**src/rtl/ud_counter_if.sv**
```systemverilog
// Bus bundle for the up/down counter: control, load/reset data and outputs.
interface ud_counter_if #(
    parameter int SIZE = 8
);
    logic            cnt_en;
    logic            ud;
    logic            nld;
    logic            rci;
    logic [SIZE-1:0] d;
    logic [SIZE-1:0] resd;
    logic [SIZE-1:0] q;
    logic            rco;

    // Controller side: drives the counter controls and observes q and rco.
    modport master (
        output cnt_en, ud, nld, rci, d, resd,
        input  q, rco
    );

    // Counter side.
    modport slave (
        input  cnt_en, ud, nld, rci, d, resd,
        output q, rco
    );
endinterface

```
**src/rtl/ud_counter.sv**
```systemverilog
// Parameterised up/down counter with parallel load, carry-in enable and a
// combinational carry-out for cascading.
module ud_counter #(
    parameter int SIZE = 8
) (
    input  logic clk,
    input  logic nReset,
    input  logic rst,
    ud_counter_if.slave bus
);

    logic [SIZE-1:0] qi;
    logic [SIZE-1:0] q_cur;
    logic [SIZE-1:0] q_nxt;
    logic            in_reset;

    // Terminal count for the given direction: all-ones counting up, zero down.
    function automatic logic at_terminal(input logic [SIZE-1:0] v, input logic up);
        return up ? (&v) : ~(|v);
    endfunction

    // Asynchronous reset flag: while set, q shows resd directly, so q tracks
    // resd for as long as nReset is low and still equals resd after release
    // until the first clock edge takes over.
    always_ff @(posedge clk or negedge nReset) begin
        if (!nReset) begin
            in_reset <= 1'b1;
        end else begin
            in_reset <= 1'b0;
        end
    end

    assign q_cur = in_reset ? bus.resd : qi;

    // Next-state priority: sync reset, enable, load, then counting on rci.
    always_comb begin
        q_nxt = q_cur;
        if (rst) begin
            q_nxt = bus.resd;
        end else if (bus.cnt_en) begin
            if (!bus.nld) begin
                q_nxt = bus.d;
            end else if (bus.rci) begin
                q_nxt = bus.ud ? q_cur + 1'b1 : q_cur - 1'b1;
            end
        end
    end

    // Count register; its value is masked by in_reset while reset is active.
    always_ff @(posedge clk) begin
        qi <= q_nxt;
    end

    assign bus.q   = q_cur;
    assign bus.rco = bus.rci & at_terminal(q_cur, bus.ud);

endmodule

```
**src/flat_wrapper.sv**
```systemverilog
// flat-port wrapper written by rule: the top's interface ports become plain ports
module ud_counter_flat 
#(
    parameter int SIZE = 8
)
  (clk, nReset, rst, bus_cnt_en, bus_ud, bus_nld, bus_rci, bus_d, bus_resd, bus_q, bus_rco);
  ud_counter_if #(.SIZE(SIZE)) bus_i ();
  input  logic clk;
  input  logic nReset;
  input  logic rst;
  input wire logic [$bits(bus_i.cnt_en)-1:0] bus_cnt_en;
  input wire logic [$bits(bus_i.ud)-1:0] bus_ud;
  input wire logic [$bits(bus_i.nld)-1:0] bus_nld;
  input wire logic [$bits(bus_i.rci)-1:0] bus_rci;
  input wire logic [$bits(bus_i.d)-1:0] bus_d;
  input wire logic [$bits(bus_i.resd)-1:0] bus_resd;
  output wire logic [$bits(bus_i.q)-1:0] bus_q;
  output wire logic [$bits(bus_i.rco)-1:0] bus_rco;
  assign bus_i.cnt_en = bus_cnt_en;
  assign bus_i.ud = bus_ud;
  assign bus_i.nld = bus_nld;
  assign bus_i.rci = bus_rci;
  assign bus_i.d = bus_d;
  assign bus_i.resd = bus_resd;
  assign bus_q = bus_i.q;
  assign bus_rco = bus_i.rco;
  ud_counter #(.SIZE(SIZE)) u_core (.clk(clk), .nReset(nReset), .rst(rst), .bus(bus_i));
endmodule
```
**config.mk**
```make
export PLATFORM = sky130hd
export DESIGN_NAME = ud_counter_flat
export DESIGN_NICKNAME = d
export VERILOG_FILES = /design/src/rtl/ud_counter_if.sv /design/src/rtl/ud_counter.sv /design/src/flat_wrapper.sv
export SDC_FILE = /design/constraint.sdc
export NUM_CORES = 1
export LEC_CHECK = 0
export ABC_AREA = 1
export CAP_MARGIN = 20
export CORE_MARGIN = 5
export CORE_UTILIZATION = 50
export CTS_CLUSTER_DIAMETER = 40
export DETAILED_ROUTE_END_ITERATION = 10
export GPL_ROUTABILITY_DRIVEN = 0
export PLACE_DENSITY = 0.88
export SKIP_CTS_REPAIR_TIMING = 1
export SYNTH_ARGS = -nofsm -noshare
export SYNTH_HDL_FRONTEND = slang
export SYNTH_SLANG_ARGS = --single-unit
```
**constraint.sdc**
```tcl
create_clock -name clk -period 6.8 [get_ports clk]
set_input_delay 1.02 -clock clk [delete_from_list [all_inputs] [get_ports clk]]
set_output_delay 1.02 -clock clk [all_outputs]
set_load 0.05 [all_outputs]
```
==> flow_summary_export.csv <==
group,metric,value,unit
yosys,syn_nets,210,
timing,setup-tns-final,0,ps
timing,skew,6.115,ps
final_layout,area.growth.synth_to_final,33.49,%
worst_hold_path,holdCritStartpoint,"u_core.qi[4]",
final_layout,final_cell_mix,"59 x nand2_1, 31 x inv_1, 31 x clkdlybuf4s50_1, 13 x a21oi_1, 12 x o21ai_0",
worst_setup_path,cp-end-kind,"primary output",
die,boundaryPins,32,
grt,grt_max_degree,11,
worst_setup_path,critPathKind,"in2out",
detailed_routing,met3_length,188,µm
worst_setup_path,reg2reg_slack,4260,ps
final_layout,design.final.nets,243,
yosys,syn_avg_cell_area,5.823,µm²
yosys,synth_cell_types,27,
detailed_routing,drc,0,
die,die_h,55.66,µm
detailed_routing,via_count,1248,
grt,first_global_vias,1181,
die,die_area,0.003097,mm²
timing,max_slew_margin,0.6550,
die,row_count,16,
final_layout,layout-drive-gt1-share,0.07109,
clocking,cts_buffer_depth,2,
grt,grt_use_total,0.1963,
yosys,ys_seq_area_frac,0.1789,
power,power.density,157.9,mW/mm²
worst_setup_path,critical_path_peak_fanout,4,
power,power_leakage,0.7374,nW
placement,place_hpwl,2446,µm
clocking,numCtsBuffers,3,
worst_setup_path,r2r_cells,13,
final_layout,num_antenna_cells,0,
detailed_routing,firstDrtPassIters,5,
clocking,insertion_delay,260,ps
grt,grt_pass1_wl,4974,µm
detailed_routing,top_layer_used,"met4",
die,die_w,55.66,µm
yosys,ys_async_sr_fraction,0.1111,
detailed_routing,vias_per_cell,5.244,
clocking,path_clk_slew,50,ps
detailed_routing,wl,2943,µm
detailed_routing,wl_met1,1197,µm
clocking,cts_tree,"yes",
outcome,outcome,"finished, final reports clean",
yosys,yosys_warnings,0,
clocking,htree_levels,1,
timing,max_freq,0.2413,GHz
worst_setup_path,cp.arrival,3120,ps
yosys,syn_area,0.001042,mm²
placement,port_buffers,31,
die,core-area,0.001982,mm²
worst_setup_path,r2r-end,"u_core.qi[6]",
die,start_util,0.5259,
timing,rsz0062_at_grt,"false",
timing,finalHoldViolations,0,
flow_run,maxCapViolations,0,
yosys,synth_cells,179,
detailed_routing,drtAntennaViolNets,0,
detailed_routing,wl_met2,1480,µm
clocking,root_buffer,"clkbuf_4",
timing,period_share,0.6095,
timing,worst_slew_pin_slew,515.9,ps
detailed_routing,post_drt_wl_per_cell,12.37,µm
yosys,ys_seq_elements,9,
grt,antenna_found_initial,0,
grt,gr-total-overflow,0,
power,vdd_drop_max,123.6,µV
worst_setup_path,required,5780,ps
worst_setup_path,start_kind,"input pin",
worst_hold_path,whs_endpoint,"u_core.qi[4]",
clocking,numClockSinks,9,
worst_hold_path,hold_class,"reg2reg",
timing,hold_slack,662.4,ps
timing,setup_viol,0,
timing,drv_slew,0,
final_layout,final_common_cell,"nand2_1",
yosys,synth_edf_count,0,
worst_hold_path,holdPathStages,4,
yosys,synthFlopType,"dfxtp_1",
timing,fin_crit,4145,ps
detailed_routing,drt_iter0_drc,46,
worst_setup_path,r2r-start,"u_core.in_reset",
[worst max-delay path by stage]
stage,from,endpoint,slack [ps],depth (start not counted)
final,bus_resd[4],bus_rco,2660,10
after global routing,bus_resd[1],bus_rco,2490,10
after CTS,bus_resd[0],bus_rco,2670,8
after detailed placement,bus_resd[1],bus_rco,2670,10
after global placement,bus_resd[1],bus_rco,2730,10
after floorplan,bus_resd[2],bus_rco,3080,6
[critical path: stages]
cell and delay, ps:
clkdlybuf4s50_1 450, inv_1 40, nand2_1 50, o21ai_1 80
inv_1 140, nand2_1 70, nor3_1 190, nand4_1 110
a21oi_1 160, clkdlybuf4s50_1 820
[flip-flops by register name, indices dropped and copies added, names as in the netlist]
register         count
u_core.qi            8
u_core.in_reset      1
[final cells by class]
type	instances	area (µm²)
multi-input combinational	135	709.4
clock buffer	4	26.28
timing repair buffer	31	310.3
fill	188	590.6
tap	27	33.78
sequential	9	186.4
inverter	32	125.1
[logic make-up (layout without fill, tap and decap cells)]
family | count (synthesis) | count (layout) | synth area share
DFF | 9 | 9 | 0.1789
other | 1 | 1 | 0.003598
adders and majority gates | 8 | 8 | 0.1032
and+or+nand+nor | 91 | 91 | 0.3890
AOI/OAI and AO/OA | 35 | 35 | 0.1849
buffers and inverters | 35 | 67 | 0.1405
[routing by layer]
metal  track usage  vias to the layer above
met3       0.02320                       10
li1              -                      635
met2        0.3530                       49
met5             0                        -
met4        0.1146                        0
met1        0.2190                      554
[where the power goes]
part           switching, mW  internal [mW]  leakage (nW)  total [mW]
logic                 0.0720         0.0456         0.644       0.118
registers            0.00286         0.0586        0.0780      0.0615
clock network         0.0180         0.0226        0.0150      0.0406
total                 0.0928          0.127         0.737       0.220
[cell usage after synthesis, types with 2 or more instances]
| master | number | share of area |
|---|---|---|
| a21oi_1 | 13 | 0.062 |
| nand2_2 | 3 | 0.018 |
| dfxtp_1 | 8 | 0.15 |
| buf_2 | 2 | 0.0096 |
| o21ai_1 | 3 | 0.014 |
| nand2_4 | 3 | 0.032 |
| o21ai_0 | 12 | 0.058 |
| o22ai_1 | 2 | 0.012 |
| ha_1 | 7 | 0.084 |
| nand4_1 | 4 | 0.024 |
| inv_1 | 31 | 0.11 |
| nor2_1 | 7 | 0.025 |
| nand2_1 | 59 | 0.21 |
| nor3_1 | 3 | 0.014 |
| nand3_1 | 9 | 0.043 |
| o211ai_1 | 2 | 0.014 |
[per-stage QoR]
step           instance area [µm²]  instances  setup WS [ps]  power [mW]  utilization
6_report                      1391        238           2655      0.2197       0.7020
5_1_grt                       1391        238           2493      0.2363       0.7020
4_1_cts                       1391        238           2672      0.2209       0.7020
3_3_place_gp                  1365        234           2735      0.1750       0.6888
3_5_place_dp                  1365        234           2668      0.1791       0.6888
2_1_floorplan                 1042        179           3082      0.1414            -
Power figures use the tool's default switching activity.
